===== src/rtl/noc_pkg.sv =====
// Shared types and helpers for the NoC endpoint injector: flit layout,
// head-tracking state and the credit counter width.
package noc_pkg;

  localparam int NOC_FLIT_WIDTH = 32;
  localparam int NOC_DEST_WIDTH = 1;

  typedef struct packed {
    logic [NOC_FLIT_WIDTH-1:0] data;
    logic [NOC_DEST_WIDTH-1:0] dest;
    logic                      is_tail;
  } flit_t;

  typedef enum logic {
    HEAD = 1'b0,
    BODY = 1'b1
  } head_state_e;

  // Counter must be able to hold the full credit pool, including the value 'depth'.
  function automatic int credit_width(input int depth);
    return $clog2(depth + 1);
  endfunction

endpackage


===== src/rtl/noc_sync_fifo.sv =====
// Single-clock staging FIFO with pointer-wrap full/empty detection and a
// combinational head read so the consumer can pop straight into its own registers.
module noc_sync_fifo #(
  parameter int DEPTH = 4,
  parameter int WIDTH = 8
) (
  input  logic             clk,
  input  logic             rst_n,
  input  logic             push,
  input  logic [WIDTH-1:0] wdata,
  input  logic             pop,
  output logic [WIDTH-1:0] rdata,
  output logic             full,
  output logic             empty
);

  localparam int AW = $clog2(DEPTH);

  logic [WIDTH-1:0] mem_q [DEPTH];
  logic [AW:0]      wr_ptr_q, wr_ptr_d;
  logic [AW:0]      rd_ptr_q, rd_ptr_d;
  logic             do_push;
  logic             do_pop;

  // Extra pointer bit distinguishes full from empty when the indices match.
  assign empty   = (wr_ptr_q == rd_ptr_q);
  assign full    = (wr_ptr_q[AW] != rd_ptr_q[AW]) && (wr_ptr_q[AW-1:0] == rd_ptr_q[AW-1:0]);
  assign do_push = push && !full;
  assign do_pop  = pop && !empty;
  assign rdata   = mem_q[rd_ptr_q[AW-1:0]];

  always_comb begin
    wr_ptr_d = wr_ptr_q;
    rd_ptr_d = rd_ptr_q;
    if (do_push) wr_ptr_d = wr_ptr_q + 1'b1;
    if (do_pop)  rd_ptr_d = rd_ptr_q + 1'b1;
  end

  always_ff @(posedge clk) begin
    if (!rst_n) begin
      wr_ptr_q <= '0;
      rd_ptr_q <= '0;
    end else begin
      wr_ptr_q <= wr_ptr_d;
      rd_ptr_q <= rd_ptr_d;
    end
  end

  always_ff @(posedge clk) begin
    if (do_push) mem_q[wr_ptr_q[AW-1:0]] <= wdata;
  end

endmodule


===== src/rtl/noc_flit_injector.sv =====
// Endpoint transmitter into a router input port: stages local flits, pins the
// destination for a whole packet, and issues flits under credit flow control.
module noc_flit_injector
  import noc_pkg::*;
#(
  parameter int FLIT_WIDTH        = NOC_FLIT_WIDTH,
  parameter int DEST_WIDTH        = NOC_DEST_WIDTH,
  parameter int FLIT_BUFFER_DEPTH = 4,
  parameter int TX_FIFO_DEPTH     = 4
) (
  input  logic                                         clk,
  input  logic                                         rst_n,
  input  logic [FLIT_WIDTH-1:0]                        in_data,
  input  logic [DEST_WIDTH-1:0]                        in_dest,
  input  logic                                         in_is_tail,
  input  logic                                         in_valid,
  output logic                                         in_ready,
  output logic [FLIT_WIDTH-1:0]                        data_out,
  output logic [DEST_WIDTH-1:0]                        dest_out,
  output logic                                         is_tail_out,
  output logic                                         send_out,
  input  logic                                         credit_in,
  output logic [credit_width(FLIT_BUFFER_DEPTH)-1:0]   credit_count,
  output logic                                         credit_err
);

  localparam int             CW         = credit_width(FLIT_BUFFER_DEPTH);
  localparam int             FW         = FLIT_WIDTH + DEST_WIDTH + 1;
  localparam logic [CW-1:0]  CREDIT_MAX = CW'(FLIT_BUFFER_DEPTH);

  head_state_e           state_q, state_d;
  logic [DEST_WIDTH-1:0] dest_lat_q, dest_lat_d;
  logic [CW-1:0]         credit_q, credit_d;
  logic                  err_q, err_d;
  logic                  send_q, send_d;
  logic [FLIT_WIDTH-1:0] data_q, data_d;
  logic [DEST_WIDTH-1:0] dest_q, dest_d;
  logic                  tail_q, tail_d;

  logic                  fifo_full, fifo_empty;
  logic [FW-1:0]         fifo_rdata;
  logic [FLIT_WIDTH-1:0] head_data;
  logic [DEST_WIDTH-1:0] head_dest;
  logic                  head_tail;
  logic [DEST_WIDTH-1:0] dest_eff;
  logic                  accept;
  logic                  issue;

  // Ready is held low while reset is asserted so nothing is accepted in that cycle.
  assign in_ready = rst_n && !fifo_full;
  assign accept   = in_valid && in_ready;
  assign issue    = !fifo_empty && (credit_q != '0);
  assign dest_eff = (state_q == HEAD) ? in_dest : dest_lat_q;
  assign {head_data, head_dest, head_tail} = fifo_rdata;

  noc_sync_fifo #(
    .DEPTH (TX_FIFO_DEPTH),
    .WIDTH (FW)
  ) u_tx_fifo (
    .clk   (clk),
    .rst_n (rst_n),
    .push  (accept),
    .wdata ({in_data, dest_eff, in_is_tail}),
    .pop   (issue),
    .rdata (fifo_rdata),
    .full  (fifo_full),
    .empty (fifo_empty)
  );

  always_comb begin
    state_d    = state_q;
    dest_lat_d = dest_lat_q;
    credit_d   = credit_q;
    err_d      = err_q;
    send_d     = issue;
    data_d     = data_q;
    dest_d     = dest_q;
    tail_d     = tail_q;

    if (accept) begin
      if (state_q == HEAD) begin
        dest_lat_d = in_dest;
        if (!in_is_tail) state_d = BODY;
      end else if (in_is_tail) begin
        state_d = HEAD;
      end
    end

    // A return that coincides with an issue cancels out; an extra return at full pool is an error.
    case ({issue, credit_in})
      2'b10: credit_d = credit_q - 1'b1;
      2'b01: begin
        if (credit_q == CREDIT_MAX) err_d = 1'b1;
        else                        credit_d = credit_q + 1'b1;
      end
      default: ;
    endcase

    if (issue) begin
      data_d = head_data;
      dest_d = head_dest;
      tail_d = head_tail;
    end
  end

  always_ff @(posedge clk) begin
    if (!rst_n) begin
      state_q    <= HEAD;
      dest_lat_q <= '0;
      credit_q   <= CREDIT_MAX;
      err_q      <= 1'b0;
      send_q     <= 1'b0;
      data_q     <= '0;
      dest_q     <= '0;
      tail_q     <= 1'b0;
    end else begin
      state_q    <= state_d;
      dest_lat_q <= dest_lat_d;
      credit_q   <= credit_d;
      err_q      <= err_d;
      send_q     <= send_d;
      data_q     <= data_d;
      dest_q     <= dest_d;
      tail_q     <= tail_d;
    end
  end

  assign data_out     = data_q;
  assign dest_out     = dest_q;
  assign is_tail_out  = tail_q;
  assign send_out     = send_q;
  assign credit_count = credit_q;
  assign credit_err   = err_q;

endmodule

===== config.mk =====
export PLATFORM = sky130hd
export DESIGN_NAME = noc_flit_injector
export DESIGN_NICKNAME = d
export VERILOG_FILES = /design/src/rtl/noc_pkg.sv /design/src/rtl/noc_sync_fifo.sv /design/src/rtl/noc_flit_injector.sv
export SDC_FILE = /design/constraint.sdc
export NUM_CORES = 1
export LEC_CHECK = 0
export CAP_MARGIN = 20
export CELL_PAD_IN_SITES_DETAIL_PLACEMENT = 2
export CELL_PAD_IN_SITES_GLOBAL_PLACEMENT = 2
export CORE_MARGIN = 1
export CORE_UTILIZATION = 25
export DETAILED_ROUTE_END_ITERATION = 8
export PLACE_DENSITY = 0.5
export SLEW_MARGIN = 5
export SYNTH_ARGS = -nofsm -noshare
export SYNTH_HDL_FRONTEND = slang
export SYNTH_SLANG_ARGS = --single-unit

===== constraint.sdc =====
create_clock -name clk -period 2.65 [get_ports clk]
set_input_delay 0.265 -clock clk [delete_from_list [all_inputs] [get_ports clk]]
set_output_delay 0.265 -clock clk [all_outputs]
set_load 0.05 [all_outputs]

==> impl_metrics.tcl, run 1 <==
set metrics [dict create \
    grt_start_max_net_pins 40 \
    netlist.area_leader.share_pct 59.2 \
    cts_inserted_buffers 17 \
    mostFrequentLayoutCell "sky130_fd_sc_hd__edfxtp_1" \
    final.setup_skew_ps 12.3 \
    detail_route.wirelength_mm 16.3 \
    cp_data_required_time_ps 2970 \
    critical_path_arrival_ps 2550 \
    grt_pass1_vias 4264 \
    routabilityCongestion 0.679 \
    cap_violations 0 \
    die_x_um 168 \
    rows 60 \
    cts_post_setup_buffers_inserted 0 \
    clock_tree_root_buffer_cell "sky130_fd_sc_hd__clkbuf_16" \
    hp-class "reg -> reg" \
    outcome "finished clean" \
    io_buffer_count 77 \
    cts.clk_slew.worst_paths_ps 70 \
    worstSetupPathType "reg -> reg" \
    fmaxAchievable_mhz 450 \
    timing_hold_violations_final 0 \
    nNetsFinal 549 \
    floorplan.die_area_mm2 0.0283 \
    cts_max_level 4 \
    vias 3759 \
    synth.lib_cells_used.distinct 39 \
    detailedPlacementHpwl_mm 10.4 \
    setup_violations 0 \
    cts_resized 0 \
    clk-insertion-delay-late_ps 430 \
    coreArea_mm2 0.0270 \
    tritoncts_num_sinks 183 \
    synthesis.area_mm2 0.00690 \
    antenna_found_initial 0 \
    maxSlewViolCount 0 \
    vias_per_cell 4.38 \
    grt_use_total_pct 12.3 \
    power.static_leakage_nw 2.83 \
    postSynthRegisterBits 183 \
    path_max_fanout 6 \
    finish.cell_count_without_fillers 859 \
    max_slew.worst_pin.slew_ps 647 \
    synth_cells 417 \
    fill_cells 2744 \
    avgSynthCellArea_um2 16.5 \
    relSlewSlack_pct 56.9 \
    post-synth-top-area-cell "sky130_fd_sc_hd__edfxtp_1" \
    floorplan.initialDensity_pct 25.5 \
    worstSetupEndpointType "register" \
    num_io_pins 78 \
    p_per_area_mw_per_mm2 1130 \
    period_share_pct 83.9 \
    initialDrtViolationCount 135 \
    overflow 0 \
    clock_path_buffers 2 \
    syn_nets 461 \
    irDropWorstVdd_uv 498 \
    n_antenna_cell 0 \
    syn_warnings 0 \
    biggest_area_contributors_in_the_synthesized_netlist "sky130_fd_sc_hd__edfxtp_1, sky130_fd_sc_hd__dfxtp_1, sky130_fd_sc_hd__mux4_2" \
    tritoncts_clock_tree "yes" \
    cp-start-kind "register" \
    detail-route-antenna-nets 0 \
    grt_pass1_wl_mm 25.4 \
    drc_errors 0 \
    areaGrowthSynthToFinish_pct 26.3 \
    placed_cells 827 \
    grt_setup_unrepaired "false" \
    cts_hold_buffers 0 \
    most-common-layout-cells "sky130_fd_sc_hd__edfxtp_1, sky130_fd_sc_hd__clkdlybuf4s50_1, sky130_fd_sc_hd__nand2_1" \
    synth_sequential_area_ratio_pct 72.9 \
    reg2reg_setup_slack_ps 430 \
    fin_tns_setup_ps 0 \
    layout-drive-gt1-share_pct 17.8 \
    period_minus_slack_ps 2220 \
    route.detailed.wl_per_inst_um 19.0 \
    drt_pass1_iterations 4 \
    floorplan_die_height_um 168 \
]
-- report_power, final --
group	leakage (nW)	internal [mW]	total (mW)	switching [mW]
sequential	1.62	3.46	3.70	0.242
combinational	0.936	1.31	3.62	2.31
clock	0.270	1.40	2.51	1.11
total	2.83	6.17	9.84	3.66
-- cell type report --
cell class	count	area (um^2)	area share [%]
clock buffer	19	433	4.97
clock inverter	13	145	1.67
inverter	5	18.8	0.215
multi-input combinational	207	1750	20.1
sequential	183	5030	57.7
tap	341	427	4.90
timing repair buffer	91	911	10.5
-- final timing paths --
| check | start | cells past startpoint | end |
|---|---|---|---|
| worst min register to register | data_out[2]$_SDFFE_PN0P_ | 2 | data_out[2]$_SDFFE_PN0P_ |
| worst max-delay path | u_tx_fifo.wr_ptr_q[1]$_SDFFE_PN0P_ | 6 | credit_count[2]$_SDFFE_PN1P_ |
| worst max register to register | u_tx_fifo.wr_ptr_q[1]$_SDFFE_PN0P_ | 6 | credit_count[2]$_SDFFE_PN1P_ |
| worst min-delay path | data_out[2]$_SDFFE_PN0P_ | 2 | data_out[2]$_SDFFE_PN0P_ |
-- layer usage --
layer,GRT usage (%),wire length [um],up-vias
li1,-,-,1739
met1,14.7,7110,1948
met2,21.8,8550,57
met3,2.49,410,15
met4,4.94,236,0
met5,0,0,-
-- registers in the layout (all words and copies together), names as in the netlist, 3 cells and up --
name	count
credit_count	3
data_out	32
u_tx_fifo.mem_q	136
u_tx_fifo.rd_ptr_q	3
u_tx_fifo.wr_ptr_q	3
-- kinds of logic after synthesis --
family / count (synthesis) / synth area share, %
simple gates: 99 / 5.95
flops: 183 / 72.9
xor+xnor: 10 / 1.60
buf+inv: 27 / 2.03
compound gates: 53 / 4.52
mux: 39 / 11.8
fa+ha+maj: 6 / 1.20
-- synth_stat cells, drive strengths merged --
library cell,instances
edfxtp,136
nand2,75
dfxtp,47
a21oi,38
mux4,34
buf,15
nor2,10
clkbuf,7
xnor2,6
ha,5
inv,5
mux2i,4
or3,4
xor2,4
a31oi,3
and2,3
and3,2
o21ai,2
o31a,2
o31ai,2
a211oi,1
a21bo,1
a221o,1
a311o,1
a41oi,1
fa,1
mux2,1
nand2b,1
nand3,1
nand3b,1
nor2b,1
nor3,1
o32ai,1
-- critical path, stage by stage, from the launching register on --
cell and delay (ps):
sky130_fd_sc_hd__dfxtp_1 490, sky130_fd_sc_hd__xor2_2 180, sky130_fd_sc_hd__o31ai_4 260, sky130_fd_sc_hd__nand2_1 90
sky130_fd_sc_hd__fa_1 410, sky130_fd_sc_hd__or3_1 370, sky130_fd_sc_hd__a221o_1 310
-- stage by stage --
step | worst slack [ps] | power [mW] | instance area [um^2] | hold slack [ps] | util, %
after floorplan | 104 | 6.25 | 6900 | 361 | -
after global placement | 446 | 7.45 | 8130 | 446 | 30.1
after detailed placement | 421 | 7.50 | 8130 | 449 | 30.1
after CTS | 396 | 10.1 | 8710 | 445 | 32.2
after global routing | 299 | 10.4 | 8710 | 471 | 32.2
final | 427 | 9.84 | 8710 | 455 | 32.2
(Power assumes the default switching activity.)
==> inputs of run 2 (changes only) <==
--- a/config.mk
+++ b/config.mk
@@ -11,7 +11,7 @@
 export CORE_MARGIN = 1
 export CORE_UTILIZATION = 25
 export DETAILED_ROUTE_END_ITERATION = 8
-export PLACE_DENSITY = 0.5
+export PLACE_DENSITY = 0.52
 export SLEW_MARGIN = 5
 export SYNTH_ARGS = -nofsm -noshare
 export SYNTH_HDL_FRONTEND = slang
==> constraint.sdc (replaced) <==
create_clock -name clk -period 2 [get_ports clk]
set_input_delay 0.2 -clock clk [delete_from_list [all_inputs] [get_ports clk]]
set_output_delay 0.2 -clock clk [all_outputs]
set_load 0.05 [all_outputs]
==> run 2 against run 1 <==
  * The flow now finishes with violations (negative setup slack)
  * Die area is the same
  * Clock power grew 31%
  * Maximum frequency grew 8.7%
  * Final cell count grew 2.0%
  * Power grew 34%
  * Global-route usage grew 0.11 points
==> impl_metrics.tcl, run 2 (synthesized netlist as in run 1, its figures left out) <==
set metrics [dict create \
    setup_violations 1 \
    coreArea_mm2 0.0270 \
    comb_power_share_pct 38.4 \
    nNetsFinal 566 \
    io_buffer_count 77 \
    floorplan.die_area_mm2 0.0283 \
    grt_start_max_net_pins 40 \
    grt_use_total_pct 12.4 \
    fill_cells 2711 \
    layout-drive-gt1-share_pct 22.2 \
    stdcell_area_mm2 0.00897 \
    route.detailed.wl_per_inst_um 18.7 \
    grt_setup_unrepaired "true" \
    num_io_pins 78 \
    grt_pass1_wl_mm 25.6 \
    initialDrtViolationCount 152 \
    drt_pass1_iterations 4 \
    rows 60 \
    period_share_pct 102 \
    clk-insertion-delay-late_ps 430 \
    maxSlewViolCount 0 \
    p_per_area_mw_per_mm2 1470 \
    total_switching_power_mw 5.04 \
    fin_tns_setup_ps -45.4 \
    detailedPlacementHpwl_mm 10.2 \
    path_max_fanout 4 \
    dpl_worst_slack_ps -101 \
    worst-r2r-cell-count 6 \
    most-common-layout-cells "sky130_fd_sc_hd__edfxtp_1, sky130_fd_sc_hd__clkdlybuf4s50_1, sky130_fd_sc_hd__nand2_1" \
    outcome "finished, violations left" \
    floorplan.initialDensity_pct 25.5 \
    clkPwrFrac_pct 24.9 \
    critPathCapture "credit_count[2]$_SDFFE_PN1P_" \
    relSlewSlack_pct 59.7 \
    tritoncts_num_sinks 183 \
    failed_checks "negative setup slack" \
    fin_total_pwr_mw 13.2 \
    clock_tree_root_buffer_cell "sky130_fd_sc_hd__clkbuf_16" \
    areaGrowthSynthToFinish_pct 30.1 \
    worstReg2RegEnd "credit_count[2]$_SDFFE_PN1P_" \
    tritoncts_clock_tree "yes" \
    footprint_of_the_multi_input_gates_mm2 0.00179 \
    sw_frac_of_total_pct 38.2 \
    floorplan_die_height_um 168 \
    worstSetupEndpointType "register" \
    reg2reg_setup_slack_ps -50 \
    seq_power_share_pct 36.7 \
    cts.clk_slew.worst_paths_ps 80 \
    cts_max_level 4 \
    largest_register_ffs 136 \
    critical_path_arrival_ps 2360 \
    critPathLaunch "credit_count[0]$_SDFFE_PN0P_" \
    final.setup_skew_ps 11.7 \
    drc_errors 0 \
    detail-route-antenna-nets 0 \
    mostFrequentLayoutCell "sky130_fd_sc_hd__edfxtp_1" \
    detail_route.wirelength_mm 16.3 \
    cap_violations 0 \
    grt_pass1_vias 4371 \
    clock_path_buffers 2 \
    cts_inserted_buffers 17 \
    power.static_leakage_nw 2.97 \
    timing.final.ws_setup_ps -45.4 \
    reg_to_reg_critical_path_startpoint "credit_count[0]$_SDFFE_PN0P_" \
    final-seq-area_mm2 0.00504 \
    die_x_um 168 \
    max_slew.worst_pin.slew_ps 605 \
    antenna_found_initial 0 \
    cp-start-kind "register" \
    fmaxAchievable_mhz 489 \
    internal_power_mw 8.14 \
    routabilityCongestion 0.726 \
    post_dp_cell_area_mm2 0.00837 \
    n_antenna_cell 0 \
    irDropWorstVdd_uv 503 \
    vias 3855 \
    cts_post_setup_buffers_inserted 0 \
    cp_data_required_time_ps 2310 \
    hp-class "in -> reg" \
    period_minus_slack_ps 2050 \
    timing_hold_violations_final 0 \
    worstSetupPathType "reg -> reg" \
    overflow 0 \
    vias_per_cell 4.40 \
]
## run 2: cell types whose count changed in the layout (fill, tap and decap cells not counted), sizes merged
cell           delta
bufinv            -2
clkinvlp          -4
inv               +4
clkinv            +4
dlymetal6s2s      +1
clkbuf            -2
clkdlybuf4s50     -1
buf              +17
## run 2: layout make-up
type	count	share of cell area [%]
clock inverters	15	1.77
flip-flops and latches	183	56.1
well taps	341	4.75
inverters	5	0.209
clock buffers	17	4.74
repair buffers	108	12.5
multi-input cells	207	19.9
## run 2: how the worst min path moves through the flow
stage,cells past startpoint,endpoint,start
2_1_floorplan,1,state_q$_SDFFE_PN0P_,in_is_tail
3_3_place_gp,2,data_out[0]$_SDFFE_PN0P_,data_out[0]$_SDFFE_PN0P_
3_5_place_dp,2,data_out[17]$_SDFFE_PN0P_,data_out[17]$_SDFFE_PN0P_
4_1_cts,1,u_tx_fifo.mem_q[1][14]$_DFFE_PP_,in_data[12]
5_1_grt,1,u_tx_fifo.mem_q[3][23]$_DFFE_PP_,in_data[21]
6_report,1,u_tx_fifo.mem_q[0][23]$_DFFE_PP_,in_data[21]
## run 2: power groups by stage
stage          clock (mW)  combinational (mW)  sequential (mW)
6_report             3.28                5.06             4.84
5_1_grt              3.55                5.49             4.91
4_1_cts              3.42                5.22             4.86
3_5_place_dp            0                5.19             4.94
3_3_place_gp            0                5.12             4.91
2_1_floorplan           0                2.20             6.19
## run 2: timing repair
action	in CTS	in global routing
pin swaps	5	0
setup endpoints to repair	2	10
hold buffers	0	0
gates resized for setup	1	3
## run 2: through the flow
| step | hold slack, ps | cells | utilization [%] |
|---|---|---|---|
| finish | 398 | 876 | 33.2 |
| floorplan | 296 | 417 | - |
| CTS | 375 | 876 | 33.2 |
| detailed placement | 457 | 844 | 31.0 |
| global route | 388 | 876 | 33.2 |
| global placement | 443 | 844 | 31.0 |
## run 2: routing by layer
| metal | up-vias | GRT usage [%] | wire (um) | part of all wire [%] |
|---|---|---|---|---|
| met3 | 18 | 2.77 | 477 | 2.9 |
| met1 | 2000 | 14.3 | 6780 | 41 |
| li1 | 1778 | - | - | - |
| met4 | 0 | 4.39 | 245 | 1.5 |
| met5 | - | 0 | 0 | 0 |
| met2 | 59 | 22.7 | 8850 | 54 |
## run 2: critical path: stages (launching register included)
cell and delay (ps):
sky130_fd_sc_hd__dfxtp_4 350, sky130_fd_sc_hd__or3_4 390, sky130_fd_sc_hd__o31ai_4 80, sky130_fd_sc_hd__nand2_2 80, sky130_fd_sc_hd__fa_2 370, sky130_fd_sc_hd__or3_1 350
sky130_fd_sc_hd__a221o_1 310
